File: config.mk
export PLATFORM = sky130hd
export DESIGN_NAME = mem_arbiter
export DESIGN_NICKNAME = d
export VERILOG_FILES = /design/src/rtl/mem_arb_pkg.sv /design/src/rtl/mem_arbiter.sv
export SDC_FILE = /design/constraint.sdc
export NUM_CORES = 1
export LEC_CHECK = 0
export CAP_MARGIN = 0
export CORE_MARGIN = 5
export CORE_UTILIZATION = 40
export CTS_BUF_LIST = sky130_fd_sc_hd__clkbuf_8 sky130_fd_sc_hd__clkbuf_16
export CTS_CLUSTER_SIZE = 20
export DETAILED_ROUTE_END_ITERATION = 12
export DONT_BUFFER_PORTS = 1
export HOLD_SLACK_MARGIN = 0.15
export PLACE_DENSITY = 0.67
export SLEW_MARGIN = 40
export SYNTH_ARGS = -nofsm -noshare
export SYNTH_HDL_FRONTEND = slang
export SYNTH_SLANG_ARGS = --single-unit
File: constraint.sdc
create_clock -name clk -period 4.4 [get_ports clk]
set_input_delay 0.44 -clock clk [delete_from_list [all_inputs] [get_ports clk]]
set_output_delay 0.44 -clock clk [all_outputs]
set_load 0.05 [all_outputs]
File: src/rtl/mem_arb_pkg.sv
// Shared types and default parameters for the fetch / load-store memory arbiter.
package mem_arb_pkg;

  typedef enum logic [1:0] {
    IDLE,
    ISSUE,
    WAIT,
    DONE
  } arb_state_t;

  typedef enum logic {
    OWN_IF,
    OWN_D
  } owner_t;

  localparam int unsigned DEF_DATA_WIDTH  = 32;
  localparam int unsigned DEF_ADDR_WIDTH  = 32;
  localparam int unsigned DEF_MEM_LATENCY = 2;

endpackage

File: src/rtl/mem_arbiter.sv
// Arbitrates one fixed-latency single-port memory between the fetch and
// load/store requesters, one transaction at a time, alternating on conflict.
module mem_arbiter
  import mem_arb_pkg::*;
#(
  parameter int unsigned DATA_WIDTH  = DEF_DATA_WIDTH,
  parameter int unsigned ADDR_WIDTH  = DEF_ADDR_WIDTH,
  parameter int unsigned MEM_LATENCY = DEF_MEM_LATENCY
) (
  input  logic                    clk,
  input  logic                    rst,
  input  logic                    if_req,
  input  logic [ADDR_WIDTH-1:0]   if_addr,
  output logic                    if_ready,
  output logic [DATA_WIDTH-1:0]   if_rdata,
  input  logic                    d_req,
  input  logic                    d_we,
  input  logic [ADDR_WIDTH-1:0]   d_addr,
  input  logic [DATA_WIDTH-1:0]   d_wdata,
  input  logic [DATA_WIDTH/8-1:0] d_be,
  output logic                    d_ready,
  output logic [DATA_WIDTH-1:0]   d_rdata,
  output logic                    mem_req,
  output logic                    mem_we,
  output logic [ADDR_WIDTH-1:0]   mem_addr,
  output logic [DATA_WIDTH-1:0]   mem_wdata,
  output logic [DATA_WIDTH/8-1:0] mem_be,
  input  logic [DATA_WIDTH-1:0]   mem_rdata,
  output logic                    busy
);

  localparam int unsigned CNT_W = $clog2(MEM_LATENCY + 1);

  arb_state_t       state, state_next;
  owner_t           owner, last_grant, grant_owner;
  logic             grant;
  logic             txn_we;
  logic [CNT_W-1:0] cnt;
  logic             rsp_valid;

  // The response beat is the last WAIT cycle; everything keyed on it lines up
  // with the DONE state that follows.
  assign rsp_valid = (state == WAIT) && (cnt == '0);

  // Next-state and grant selection; conflicts go to the side not served last.
  always_comb begin
    state_next  = state;
    grant       = 1'b0;
    grant_owner = OWN_IF;
    case (state)
      IDLE: begin
        if (if_req || d_req) begin
          grant      = 1'b1;
          state_next = ISSUE;
          if (if_req && d_req)
            grant_owner = (last_grant == OWN_IF) ? OWN_D : OWN_IF;
          else if (d_req)
            grant_owner = OWN_D;
          else
            grant_owner = OWN_IF;
        end
      end
      ISSUE:   state_next = WAIT;
      WAIT:    if (cnt == '0) state_next = DONE;
      DONE:    state_next = IDLE;
      default: state_next = IDLE;
    endcase
  end

  // Sequencer state register.
  always_ff @(posedge clk or posedge rst) begin
    if (rst) state <= IDLE;
    else     state <= state_next;
  end

  // Ownership, alternation history and latency countdown.
  always_ff @(posedge clk or posedge rst) begin
    if (rst) begin
      owner      <= OWN_IF;
      last_grant <= OWN_IF;
      txn_we     <= 1'b0;
      cnt        <= '0;
    end else begin
      if (grant) begin
        owner      <= grant_owner;
        last_grant <= grant_owner;
        txn_we     <= (grant_owner == OWN_D) ? d_we : 1'b0;
      end
      if (state == ISSUE)
        cnt <= CNT_W'(MEM_LATENCY - 1);
      else if ((state == WAIT) && (cnt != '0))
        cnt <= cnt - CNT_W'(1);
    end
  end

  // Memory command: loaded on the grant edge so it is valid exactly in ISSUE,
  // and zero in every other cycle.
  always_ff @(posedge clk or posedge rst) begin
    if (rst) begin
      mem_req   <= 1'b0;
      mem_we    <= 1'b0;
      mem_addr  <= '0;
      mem_wdata <= '0;
      mem_be    <= '0;
    end else if (grant && (grant_owner == OWN_D)) begin
      mem_req   <= 1'b1;
      mem_we    <= d_we;
      mem_addr  <= d_addr;
      mem_wdata <= d_wdata;
      mem_be    <= d_be;
    end else if (grant) begin
      mem_req   <= 1'b1;
      mem_we    <= 1'b0;
      mem_addr  <= if_addr;
      mem_wdata <= '0;
      mem_be    <= '1;
    end else begin
      mem_req   <= 1'b0;
      mem_we    <= 1'b0;
      mem_addr  <= '0;
      mem_wdata <= '0;
      mem_be    <= '0;
    end
  end

  // Response capture, ready pulses and the stall flag.
  always_ff @(posedge clk or posedge rst) begin
    if (rst) begin
      if_ready <= 1'b0;
      d_ready  <= 1'b0;
      if_rdata <= '0;
      d_rdata  <= '0;
      busy     <= 1'b0;
    end else begin
      if_ready <= rsp_valid && (owner == OWN_IF);
      d_ready  <= rsp_valid && (owner == OWN_D);
      if (rsp_valid && (owner == OWN_IF))
        if_rdata <= mem_rdata;
      if (rsp_valid && (owner == OWN_D) && !txn_we)
        d_rdata <= mem_rdata;
      busy <= (state_next != IDLE);
    end
  end

endmodule

# After elaboration in Yosys (flattened, before gate mapping)
# Index checks and enable logic that the tools add are counted.
classes:
  bitwise_logic: 1
  muxes: 21
  addsub: 1
  n_eq_ne: 3
  n_reduce_logical: 14
ops:
  columns: ["cell", "n"]
  rows:
  - ["32-bit 2-to-1 mux", 3]
  - ["1-bit 2-to-1 mux", 11]
  - ["2-bit 2-to-1 mux", 4]
  - ["4-bit 2-to-1 mux", 2]
  - ["2-bit case mux with 4 select lines", 1]
  - ["1-bit logical AND", 7]
  - ["2-bit nonzero test", 3]
  - ["2-bit == test (second input constant)", 2]
  - ["2-bit logical NOT", 2]
  - ["2-bit by 1-bit == test with 1-bit output (second input constant)", 1]
  - ["2-bit by 1-bit subtractor with 2-bit output (second input constant)", 1]
  - ["1-bit logical NOT", 1]
  - ["1-bit logical OR", 1]
  - ["1-bit inverter", 1]
totals:
  out_inout_bits: 137
  input_bits: 137
  word_cells: 54
  register_bits: 143

# Logic depth before layout (Yosys ltp)
# Gate-level depths: netlist of run 1.
logic_depth:
  depth_word: 6
  mapped_depth: 7
  depth_no_buf: 5

# Least setup slack after synthesis of run 1
# No wires, ideal clock.
synth_timing:
  path_type: "register to register"
  start: "register state[0]"
  end: "register d_rdata[0]"
  period_less_slack_ps: 1600
  path_buffers: 2
  stages_incl_launch_ff: 8
  arrival_time_ps: 1475
  path_slack_ps: 2800
  setup_time_ps: 125
  required_ps: 4275
  cell_sequence: "dfrtp_1 inv_1 ha_1 and3_4 nand2b_2 buf_6 buf_12 mux2_4"
synth_between:
  elab_chain_cells: 4
synth_lines:
  columns: ["item", "line", "rtl"]
  rows:
  - ["from (decl)", "mem_arbiter.sv:34", "arb_state_t state, state_next;"]
  - ["from (signal assigned)", "mem_arbiter.sv:73", "else state <= state_next;"]
  - ["2-bit == test", "mem_arbiter.sv:43", "assign rsp_valid = (state == WAIT) && (cnt == '0);"]
  - ["1-bit logical AND", "mem_arbiter.sv:43", null]
  - ["1-bit logical AND (2 in a row)", "mem_arbiter.sv:139", "if (rsp_valid && (owner == OWN_D) && !txn_we)"]
  - ["to (signal assigned)", "mem_arbiter.sv:140", "d_rdata <= mem_rdata;"]
  - ["to (decl)", "mem_arbiter.sv:22", "output logic [DATA_WIDTH-1:0] d_rdata,"]
# No other way between the ends.
# A chain may end at the register's enable or synchronous reset.

# Worst setup path in the final report of run 1
layout_timing:
  start: "register state[0]"
  end: "register mem_addr[31]"
layout_between:
  elab_chain_cells: 4
  word_cells_on_any_way: 6
  classes_between: "4 x mux; 2 x reduce/logical"
layout_lines:
  columns: ["item", "line", "rtl"]
  rows:
  - ["2-bit logical NOT (*)", "mem_arbiter.sv:50", "case (state)"]
  - ["1-bit 2-to-1 mux", "mem_arbiter.sv:50", null]
  - ["32-bit 2-to-1 mux or 1-bit logical AND (tied branches)", "mem_arbiter.sv:111, mem_arbiter.sv:105", null]
  - ["32-bit 2-to-1 mux (*)", "mem_arbiter.sv:105", "end else if (grant && (grant_owner == OWN_D)) begin"]
  - ["to (signal assigned)", "mem_arbiter.sv:108", "mem_addr <= d_addr;"]
  - ["to (signal assigned)", "mem_arbiter.sv:114", "mem_addr <= if_addr;"]
  - ["to (decl)", "mem_arbiter.sv:25", "output logic [ADDR_WIDTH-1:0] mem_addr,"]
# Every way passes the cells marked *; elsewhere a longest branch is shown, timed or not.

==> reports/metrics.csv, run 1 <==
metric;value;unit
synthArstFlopShare;100;%
min-delay-path-class;primary input to flip-flop;
floorplan.rows;43;
leakage;3.29;nW
run_status;completed;
drcViolationCount;0;
syn-mean-instance-area;15.5;um2
htree_levels;4;
top_cells_by_area_in_the_synthesized_netlist;sky130_fd_sc_hd__dfrtp_1 64%, sky130_fd_sc_hd__mux2_2 14%, sky130_fd_sc_hd__mux2_4 8.0%;
clock-root-buffer;sky130_fd_sc_hd__clkbuf_16;
finish.cell_count_without_fillers;599;
diodes;0;
num-fill-cells;1143;
synth_enable_flop_cells;0;
synth_area;5630;um2
clk-insertion-delay-late;420;ps
grt_util_all_layers;15.8;%
report.final.setup_viol;0;
max-cap-violations;0;
drtPass1Iterations;4;
timing.final.crit_share;50.2;%
final.setup.tns;0;ps
dp.final_hpwl;9090;um
die_width;129;um
numCtsBuffers;17;
clockBufferDepth;2;
nNetsFinal;548;
ant_nets;0;
warning_count_from_the_yosys_run;0;
muxShareOfSynthArea;22.0;%
crit_fanout;37;
clock-sinks;143;
setup_repair_after_global_routing_missed_its_margin;false;
start_util;40.7;%
cell_taking_the_most_area_after_synthesis;sky130_fd_sc_hd__dfrtp_1;
slowest_delay;570;ps
finalHoldViolations;0;
yosys_register_bits;143;
post_synth_fa_ha_maj_area_fraction;1.11;%
synth_top_area_share;63.6;%
cts.clk_slew.worst_paths;60;ps
synth_seq_area_share;63.6;%
wl;13100;um
dp_cells;524;
avgViaCountPerCell;5.02;
largest_family_of_logic_cells_by_synthesized_area;multiplexers;
drive_gt1_share;34.1;%
synthesized_area_fraction_occupied_by_xor_and_xnor_cells;0.156;%
synth_top_cells_by_count;143 x sky130_fd_sc_hd__dfrtp_1, 70 x sky130_fd_sc_hd__mux2_2, 33 x sky130_fd_sc_hd__and2_1, 33 x sky130_fd_sc_hd__and3_1, 30 x sky130_fd_sc_hd__mux2_4;
worst_pin_slew;669;ps
postCtsResizedCells;0;
multi_input_comb_area;1870;um2
worst-endpoint-arrival;2510;ps
power.density_cell_area;924;nW/um2
finalClockSkew;13.3;ps
ff_latch_area;3580;um2
post_synth_num_cell_types;28;
normalized_max_slew_margin;55.4;%
die_area;16500;um2
grt_pass1_vias;3512;
core-area;13800;um2
flip_flop_cell_with_the_highest_count_after_synthesis;sky130_fd_sc_hd__dfrtp_1;
synth.most_common_cell;sky130_fd_sc_hd__dfrtp_1;
wire_length_of_the_first_global_routing_pass;19700;um
criticalPathCategory;flip-flop to flip-flop;
setup.worst_path.start_class;flip-flop;
synthesized_area_fraction_occupied_by_ao_oa_aoi_and_oai_cells;0.689;%
tritoncts_clock_tree;done;
synth_cells;363;
postSynthNetCount;505;
vias_after_detailed_routing;3009;
chipHeight;129;um
cp_data_required_time;4700;ps
cp_slowest_cell;sky130_fd_sc_hd__ha_2;
utilization;48.6;%
initial_antenna_violation_count;0;
grt.overflow.total;0;
detail_route.iter0.violations;107;
period_needed;2210;ps
io_pins;274;
final_max_slew_viol_count;0;
crit_path_cell_trace;inv_1 > ha_2 > nand3_4 > mux2_2;
crit_path_end_kind;flip-flop;
place_congestion;0.743;
ir_worst_vdd;0.322;mV
grt_max_degree;98;
synthSimpleGateAreaFrac;9.02;%
area.growth.synth_to_final;19.3;%
wl_per_cell;21.9;um
max_freq;452;MHz
placement.io_buffers;0;
==> power breakdown <==
group / switching, W / internal, W
clock network: 0.000590 / 0.000754
logic: 0.000397 / 0.000640
registers: 0.00204 / 0.00178
==> logic make-up after synthesis <==
kind of cell / count (synthesis)
AND/OR/NAND/NOR: 81
AO/OA/AOI/OAI: 5
adder cells (fa/ha/maj): 5
buffers and inverters: 28
multiplexers: 100
XOR/XNOR: 1
flip-flops: 143
==> layout make-up <==
type,count,area share (%)
Clock inverter,14,1.79
Inverter,7,0.503
Sequential cell,143,53.3
Tap cell,180,3.35
Multi-Input combinational cell,192,27.9
Timing Repair Buffer,45,6.63
Clock buffer,18,6.54
==> state kept, by name, summed over array words and instances (netlist names) <==
signal and cells:
d_rdata 32, mem_wdata 32, mem_we 1, d_ready 1, mem_be 4, cnt 2, state 2, busy 1
txn_we 1, mem_req 1, if_ready 1, if_rdata 32, mem_addr 32, last_grant 1
==> timing repair <==
action                    in CTS  in global routing
setup buffers                  0                  0
hold endpoints to repair     134                  5
hold buffers                  38                  5
==> metrics by stage <==
stage	total power [W]	hold WS (ps)	area, um2	setup WS, ps
detailed placement	0.00489	505	5720	2120
CTS	0.00628	151	6660	2110
finish	0.00620	167	6720	2190
global placement	0.00482	496	5710	1450
global route	0.00648	150	6720	2010
floorplan	0.00462	464	5630	122
==> worst max-delay path: cells and delay by family (launching register included) <==
family                     cells  cell delay, ps
buffers and inverters          1             130
DFF                            1             390
muxes                          1             450
and+or+nand+nor                1             540
adders and majority gates      1             570
==> cell usage in the layout (no fill, tap or decap), drive strengths merged, types with 2 or more instances in the layout <==
cell and count:
clkbuf 18, mux2 100, clkinv 3, and3 34
nand2b 2, clkinvlp 3, nand2 2, nor2b 2
and2 33, buf 2, inv 15, dlygate4sd3 43
or2 2, ha 5, dfrtp 143, nor2 3
==> worst paths after layout <==
path	slack, ps	from	endpoint	depth (start not counted)
max in group asynchronous	2750	rst	d_rdata[8]	3
worst min-delay path	170	d_addr[19]	mem_addr[19]	1
worst max-delay path	2190	state[0]	mem_addr[31]	4
worst min register to register	510	txn_we	txn_we	1
worst max register to register	2190	state[0]	mem_addr[31]	4
min in group asynchronous	600	rst	mem_addr[21]	2
==> per-layer routing <==
layer	share of wire [%]	vias up	track usage (%)
met1	35	1487	16.8
met5	0	-	0
met4	2.1	0	6.92
li1	-	1322	-
met2	50	183	25.9
met3	13	17	8.76
No activity file was read; power rests on OpenSTA's default activity.
==> run 2: changes to the inputs <==
--- a/config.mk
+++ b/config.mk
@@ -13,7 +13,7 @@
 export DETAILED_ROUTE_END_ITERATION = 12
 export DONT_BUFFER_PORTS = 1
 export HOLD_SLACK_MARGIN = 0.15
-export PLACE_DENSITY = 0.67
+export PLACE_DENSITY = 0.65
 export SLEW_MARGIN = 40
 export SYNTH_ARGS = -nofsm -noshare
 export SYNTH_HDL_FRONTEND = slang
==> constraint.sdc (replaced) <==
create_clock -name clk -period 2.24 [get_ports clk]
set_input_delay 0.224 -clock clk [delete_from_list [all_inputs] [get_ports clk]]
set_output_delay 0.224 -clock clk [all_outputs]
set_load 0.05 [all_outputs]
==> reports/metrics.csv, run 2 <==
metric;value;unit
run_status;stopped before the end;
lastStage;clock tree synthesis (4_1_cts);
error_line;[ERROR RSZ-0060] Max buffer count reached.;
place_congestion;0.772;
syn-mean-instance-area;15.5;um2
htree_levels;4;
yosys_register_bits;143;
synth_top_area_share;63.6;%
synth_area;5630;um2
top_cells_by_area_in_the_synthesized_netlist;sky130_fd_sc_hd__dfrtp_1 64%, sky130_fd_sc_hd__mux2_2 14%, sky130_fd_sc_hd__mux2_4 8.0%;
post_synth_num_cell_types;28;
warning_count_from_the_yosys_run;0;
floorplan.rows;43;
postSynthNetCount;505;
dp_cells;530;
ctsHoldBuffers;113;
flip_flop_cell_with_the_highest_count_after_synthesis;sky130_fd_sc_hd__dfrtp_1;
numCtsBuffers;17;
synthArstFlopShare;100;%
clock-sinks;143;
io_pins;274;
dp.final_hpwl;9180;um
chipHeight;129;um
start_util;40.7;%
synth_cells;363;
clockBufferDepth;2;
synth_enable_flop_cells;0;
placement.io_buffers;0;
post-cts-setup-buffer-count;0;
clock-root-buffer;sky130_fd_sc_hd__clkbuf_16;
die_width;129;um
synth_seq_area_share;63.6;%
synth.most_common_cell;sky130_fd_sc_hd__dfrtp_1;
cell_taking_the_most_area_after_synthesis;sky130_fd_sc_hd__dfrtp_1;
postCtsResizedCells;0;
synth_top_cells_by_count;143 x sky130_fd_sc_hd__dfrtp_1, 70 x sky130_fd_sc_hd__mux2_2, 33 x sky130_fd_sc_hd__and2_1, 33 x sky130_fd_sc_hd__and3_1, 30 x sky130_fd_sc_hd__mux2_4;
run 2: cells by family after synthesis:
| group | after synthesis | synth area share (%) |
|---|---|---|
| compound gates | 5 | 0.689 |
| simple gates | 81 | 9.02 |
| buf+inv | 28 | 3.45 |
| fa+ha+maj | 5 | 1.11 |
| flops | 143 | 63.6 |
| mux | 100 | 22.0 |
| xor+xnor | 1 | 0.156 |
run 2: through the flow:
stage	hold slack (ps)	area, um2	worst slack (ps)
floorplan	331	5630	225
global placement	120	5810	554
detailed placement	133	5810	500
==> run 3: changes to the inputs <==
--- a/config.mk
+++ b/config.mk
@@ -7,13 +7,10 @@
 export LEC_CHECK = 0
 export CAP_MARGIN = 0
 export CORE_MARGIN = 5
-export CORE_UTILIZATION = 40
-export CTS_BUF_LIST = sky130_fd_sc_hd__clkbuf_8 sky130_fd_sc_hd__clkbuf_16
-export CTS_CLUSTER_SIZE = 20
+export CORE_UTILIZATION = 25
 export DETAILED_ROUTE_END_ITERATION = 12
 export DONT_BUFFER_PORTS = 1
-export HOLD_SLACK_MARGIN = 0.15
-export PLACE_DENSITY = 0.65
+export PLACE_DENSITY_LB_ADDON = 0.15
 export SLEW_MARGIN = 40
 export SYNTH_ARGS = -nofsm -noshare
 export SYNTH_HDL_FRONTEND = slang
==> reports/metrics.csv, run 3 (synthesized netlist as in run 1, its figures left out) <==
metric;value;unit
ir_worst_vdd;0.551;mV
worstReg2RegEnd;last_grant;
die_area;25600;um2
setup_repair_after_global_routing_missed_its_margin;false;
die_width;160;um
period_needed;1870;ps
worst-endpoint-arrival;2230;ps
detail_route.iter0.violations;187;
timing.hold.ws;37.4;ps
wl_per_cell;18.4;um
diodes;0;
normalized_max_slew_margin;53.0;%
floorplan.rows;55;
r2r_cells;6;
reg2reg_from;state[0];
timing.hold.worst_path_depth;2;
clockBufferDepth;2;
layout_common_cells;143 x sky130_fd_sc_hd__dfrtp_1, 104 x sky130_fd_sc_hd__dlygate4sd3_1, 70 x sky130_fd_sc_hd__mux2_2;
drtPass1Iterations;4;
avgViaCountPerCell;4.21;
finish.instance_area;7580;um2
grt_max_degree;53;
max-cap-violations;0;
numCtsBuffers;17;
placement.io_buffers;0;
ant_nets;0;
start_util;25.1;%
io_pins;274;
layout_setup_ws;370;ps
hold_path_startpoint;if_req;
worst_pin_slew;705;ps
worstHoldEndpoint;state[0];
leakage;3.62;nW
min-delay-path-class;primary input to flip-flop;
cts.clk_slew.worst_paths;70;ps
dp.final_hpwl;9520;um
setup.worst_path.start_class;flip-flop;
placed_cell_area;5910;um2
place_congestion;0.689;
crit_path_end_kind;flip-flop;
wire_length_of_the_first_global_routing_pass;22600;um
vias_after_detailed_routing;3248;
drcViolationCount;0;
final_max_slew_viol_count;0;
run_status;completed;
clk-insertion-delay-late;420;ps
grt.overflow.total;0;
postCtsResizedCells;0;
clock-root-buffer;sky130_fd_sc_hd__clkbuf_16;
finalHoldViolations;0;
preCtsSetupSlack;462;ps
initial_antenna_violation_count;0;
mostFrequentLayoutCell;sky130_fd_sc_hd__dfrtp_1;
max_freq;535;MHz
nNetsFinal;615;
grt_util_all_layers;11.3;%
timing.final.crit_share;83.5;%
num-fill-cells;2159;
chipHeight;160;um
htree_levels;4;
final.setup.tns;0;ps
report.final.setup_viol;0;
crit_fanout;36;
clock-sinks;143;
core-area;22400;um2
power.density_cell_area;1660;nW/um2
finalClockSkew;8.05;ps
drive_gt1_share;30.2;%
area.growth.synth_to_final;34.7;%
cp_data_required_time;2600;ps
tritoncts_clock_tree;done;
grt_pass1_vias;3902;
criticalPathCategory;flip-flop to flip-flop;
r2r_setup_slack;370;ps
wl;14200;um
p_total;0.0126;W
==> run 3: report_power, final <==
part / switching, W / internal (W) / leakage (nW)
Clock: 0.00136 / 0.00154 / 0.304
Sequential: 0.00399 / 0.00350 / 1.80
Combinational: 0.000806 / 0.00136 / 1.51
Total: 0.00616 / 0.00640 / 3.62
==> run 3: timing repair <==
action,in CTS,in global routing
endpoints found under the hold margin,278,0
hold buffers,104,0
setup buffers,0,0
setup endpoints to repair,0,0
==> run 3: worst max path at each step <==
stage	startpoint	to	slack, ps	cells after the start
floorplan	rst	busy	220	1
global placement	state[0]	mem_wdata[5]	510	6
detailed placement	state[0]	mem_wdata[23]	460	6
CTS	state[0]	last_grant	340	6
global route	state[0]	last_grant	210	6
finish	state[0]	last_grant	370	6
==> run 3: layer usage <==
metal	vias up	part of all wire, %	wire (um)	GRT usage (%)
met1	1609	37	5320	12.1
li1	1459	-	-	-
met5	-	0	0	0
met3	6	12	1660	6.45
met4	0	0.97	138	3.64
met2	174	50	7070	18.7
==> run 3: critical path, stage by stage, from the launching register on <==
cell and delay, ps:
sky130_fd_sc_hd__dfrtp_1 400, sky130_fd_sc_hd__inv_1 130, sky130_fd_sc_hd__ha_1 200, sky130_fd_sc_hd__buf_4 290, sky130_fd_sc_hd__a21oi_1 100, sky130_fd_sc_hd__a31oi_1 140
sky130_fd_sc_hd__dlygate4sd3_1 550
==> run 3: cell type report <==
| class | instances | area (um2) | area share (%) |
|---|---|---|---|
| Sequential cell | 143 | 3580 | 47.2 |
| Multi-Input combinational cell | 192 | 1860 | 24.5 |
| Timing Repair Buffer | 112 | 1130 | 14.9 |
| Clock buffer | 17 | 425 | 5.61 |
| Tap cell | 285 | 357 | 4.70 |
| Clock inverter | 15 | 206 | 2.72 |
| Inverter | 7 | 30.0 | 0.396 |
==> run 3: stage by stage <==
| stage | cells | utilization, % |
|---|---|---|
| 3_3_place_gp | 635 | 26.3 |
| 6_report | 771 | 33.8 |
| 4_1_cts | 771 | 33.8 |
| 3_5_place_dp | 635 | 26.3 |
| 5_1_grt | 771 | 33.8 |
| 2_1_floorplan | 363 | - |
==> run 4: changes to the inputs <==
==> constraint.sdc (replaced) <==
create_clock -name clk -period 1.73 [get_ports clk]
set_input_delay 0.173 -clock clk [delete_from_list [all_inputs] [get_ports clk]]
set_output_delay 0.173 -clock clk [all_outputs]
set_load 0.05 [all_outputs]
==> reports/metrics.csv, run 4 (synthesized netlist as in run 1, its figures left out) <==
metric;value;unit
run_status;completed;
final_max_slew_viol_count;0;
start_util;25.1;%
diodes;0;
layout_setup_ws;94.3;ps
timing.hold.ws;45.9;ps
timing.final.crit_share;94.5;%
io_pins;274;
core-area;22400;um2
setup.worst_path.start_class;flip-flop;
detail_route.iter0.violations;134;
nNetsFinal;617;
ir_worst_vdd;0.897;mV
clock-sinks;143;
vias_after_detailed_routing;3299;
grt_max_degree;70;
wl_per_cell;18.9;um
ant_nets;0;
area.growth.synth_to_final;35.7;%
criticalPathCategory;flip-flop to flip-flop;
place_congestion;0.673;
die_area;25600;um2
leakage;3.64;nW
placement.io_buffers;0;
crit_path_end_kind;flip-flop;
die_width;160;um
cp_data_required_time;2020;ps
clk-insertion-delay-late;420;ps
clock-root-buffer;sky130_fd_sc_hd__clkbuf_16;
worstSetupStartpoint;state[0];
grt_pass1_vias;3825;
drtPass1Iterations;4;
floorplan.rows;55;
finalHoldViolations;0;
worst_pin_slew;516;ps
grt_util_all_layers;11.0;%
preCtsSetupSlack;-17.8;ps
grt.overflow.total;0;
avgViaCountPerCell;4.27;
clockBufferDepth;2;
layout_common_cells;143 x sky130_fd_sc_hd__dfrtp_1, 104 x sky130_fd_sc_hd__dlygate4sd3_1, 70 x sky130_fd_sc_hd__mux2_2;
finalClockSkew;9.21;ps
max_freq;611;MHz
drive_gt1_share;31.0;%
max-cap-violations;0;
htree_levels;4;
period_needed;1640;ps
utilization;34.0;%
wl;14600;um
power.density_cell_area;2130;nW/um2
crit_fanout;8;
dp.final_hpwl;9520;um
chipHeight;160;um
hold_path_startpoint;if_addr[8];
num-fill-cells;2154;
setup_repair_after_global_routing_missed_its_margin;false;
reg2reg_from;state[0];
drcViolationCount;0;
worst-endpoint-arrival;1930;ps
min-delay-path-class;primary input to flip-flop;
finish.instance_area;7640;um2
mostFrequentLayoutCell;sky130_fd_sc_hd__dfrtp_1;
numCtsBuffers;17;
placed_cell_area;5950;um2
tritoncts_clock_tree;done;
cts.clk_slew.worst_paths;70;ps
initial_antenna_violation_count;0;
wire_length_of_the_first_global_routing_pass;22100;um
normalized_max_slew_margin;65.6;%
report.final.setup_viol;0;
run 4: cell types whose count changed in the layout (fill, tap and decap cells not counted), moves of 2 or more:
cell                        change
sky130_fd_sc_hd__clkinv_4       +5
sky130_fd_sc_hd__ha_1           -2
sky130_fd_sc_hd__clkbuf_16      +2
sky130_fd_sc_hd__ha_2           +2
sky130_fd_sc_hd__buf_12         +4
sky130_fd_sc_hd__buf_4          -5
sky130_fd_sc_hd__clkinv_8       -8
run 4: layer usage:
metal	GRT usage, %	share of wire [%]
met2	18.0	49
met5	0	0
met3	5.78	11
met1	12.2	39
met4	3.79	1.4
run 4: path summary, 6_finish.rpt:
path	endpoint	slack [ps]	depth (start not counted)
worst min-delay path	mem_addr[8]	50	2
worst min register to register	cnt[0]	540	2
min in group asynchronous	mem_we	250	2
max in group asynchronous	if_rdata[19]	770	3
worst max register to register	d_rdata[18]	90	6
worst max-delay path	d_rdata[18]	90	6
run 4: where the power goes:
| group | internal (W) | switching (W) | total [W] | leakage [nW] |
|---|---|---|---|---|
| clock network | 0.00203 | 0.00156 | 0.00359 | 0.286 |
| logic | 0.00187 | 0.00111 | 0.00298 | 1.56 |
| registers | 0.00453 | 0.00518 | 0.00971 | 1.80 |
run 4: worst max-delay path: stages (launching register included):
cell and delay, ps:
sky130_fd_sc_hd__dfrtp_1 400, sky130_fd_sc_hd__inv_2 100, sky130_fd_sc_hd__ha_2 210, sky130_fd_sc_hd__and3_4 200, sky130_fd_sc_hd__nand2b_4 110, sky130_fd_sc_hd__clkbuf_16 200
sky130_fd_sc_hd__mux2_4 300
run 4: layout make-up:
cell class                 count  area [um2]  share of cell area [%]
multi-input combinational    192        1870                    24.4
tap                          285         357                    4.67
clock inverter                14         150                    1.97
inverter                       7        30.0                   0.393
timing repair buffer         114        1230                    16.1
sequential                   143        3580                    46.9
clock buffer                  17         425                    5.57
run 4: through the flow:
step	TNS [ps]	power, W	instances
2_1_floorplan	-33470	0.0117	363
3_3_place_gp	0	0.0124	634
3_5_place_dp	-33.5	0.0125	634
4_1_cts	0	0.0164	769
5_1_grt	0	0.0170	772
6_report	0	0.0163	772
run 4: what timing repair did:
| action | CTS | global route |
|---|---|---|
| endpoints found under the setup margin | 3 | 33 |
| hold endpoints to repair | 149 | 0 |
| cloned | 0 | 3 |
| hold buffers | 104 | 0 |
| buffers inserted | 0 | 0 |
| resized for setup | 1 | 3 |
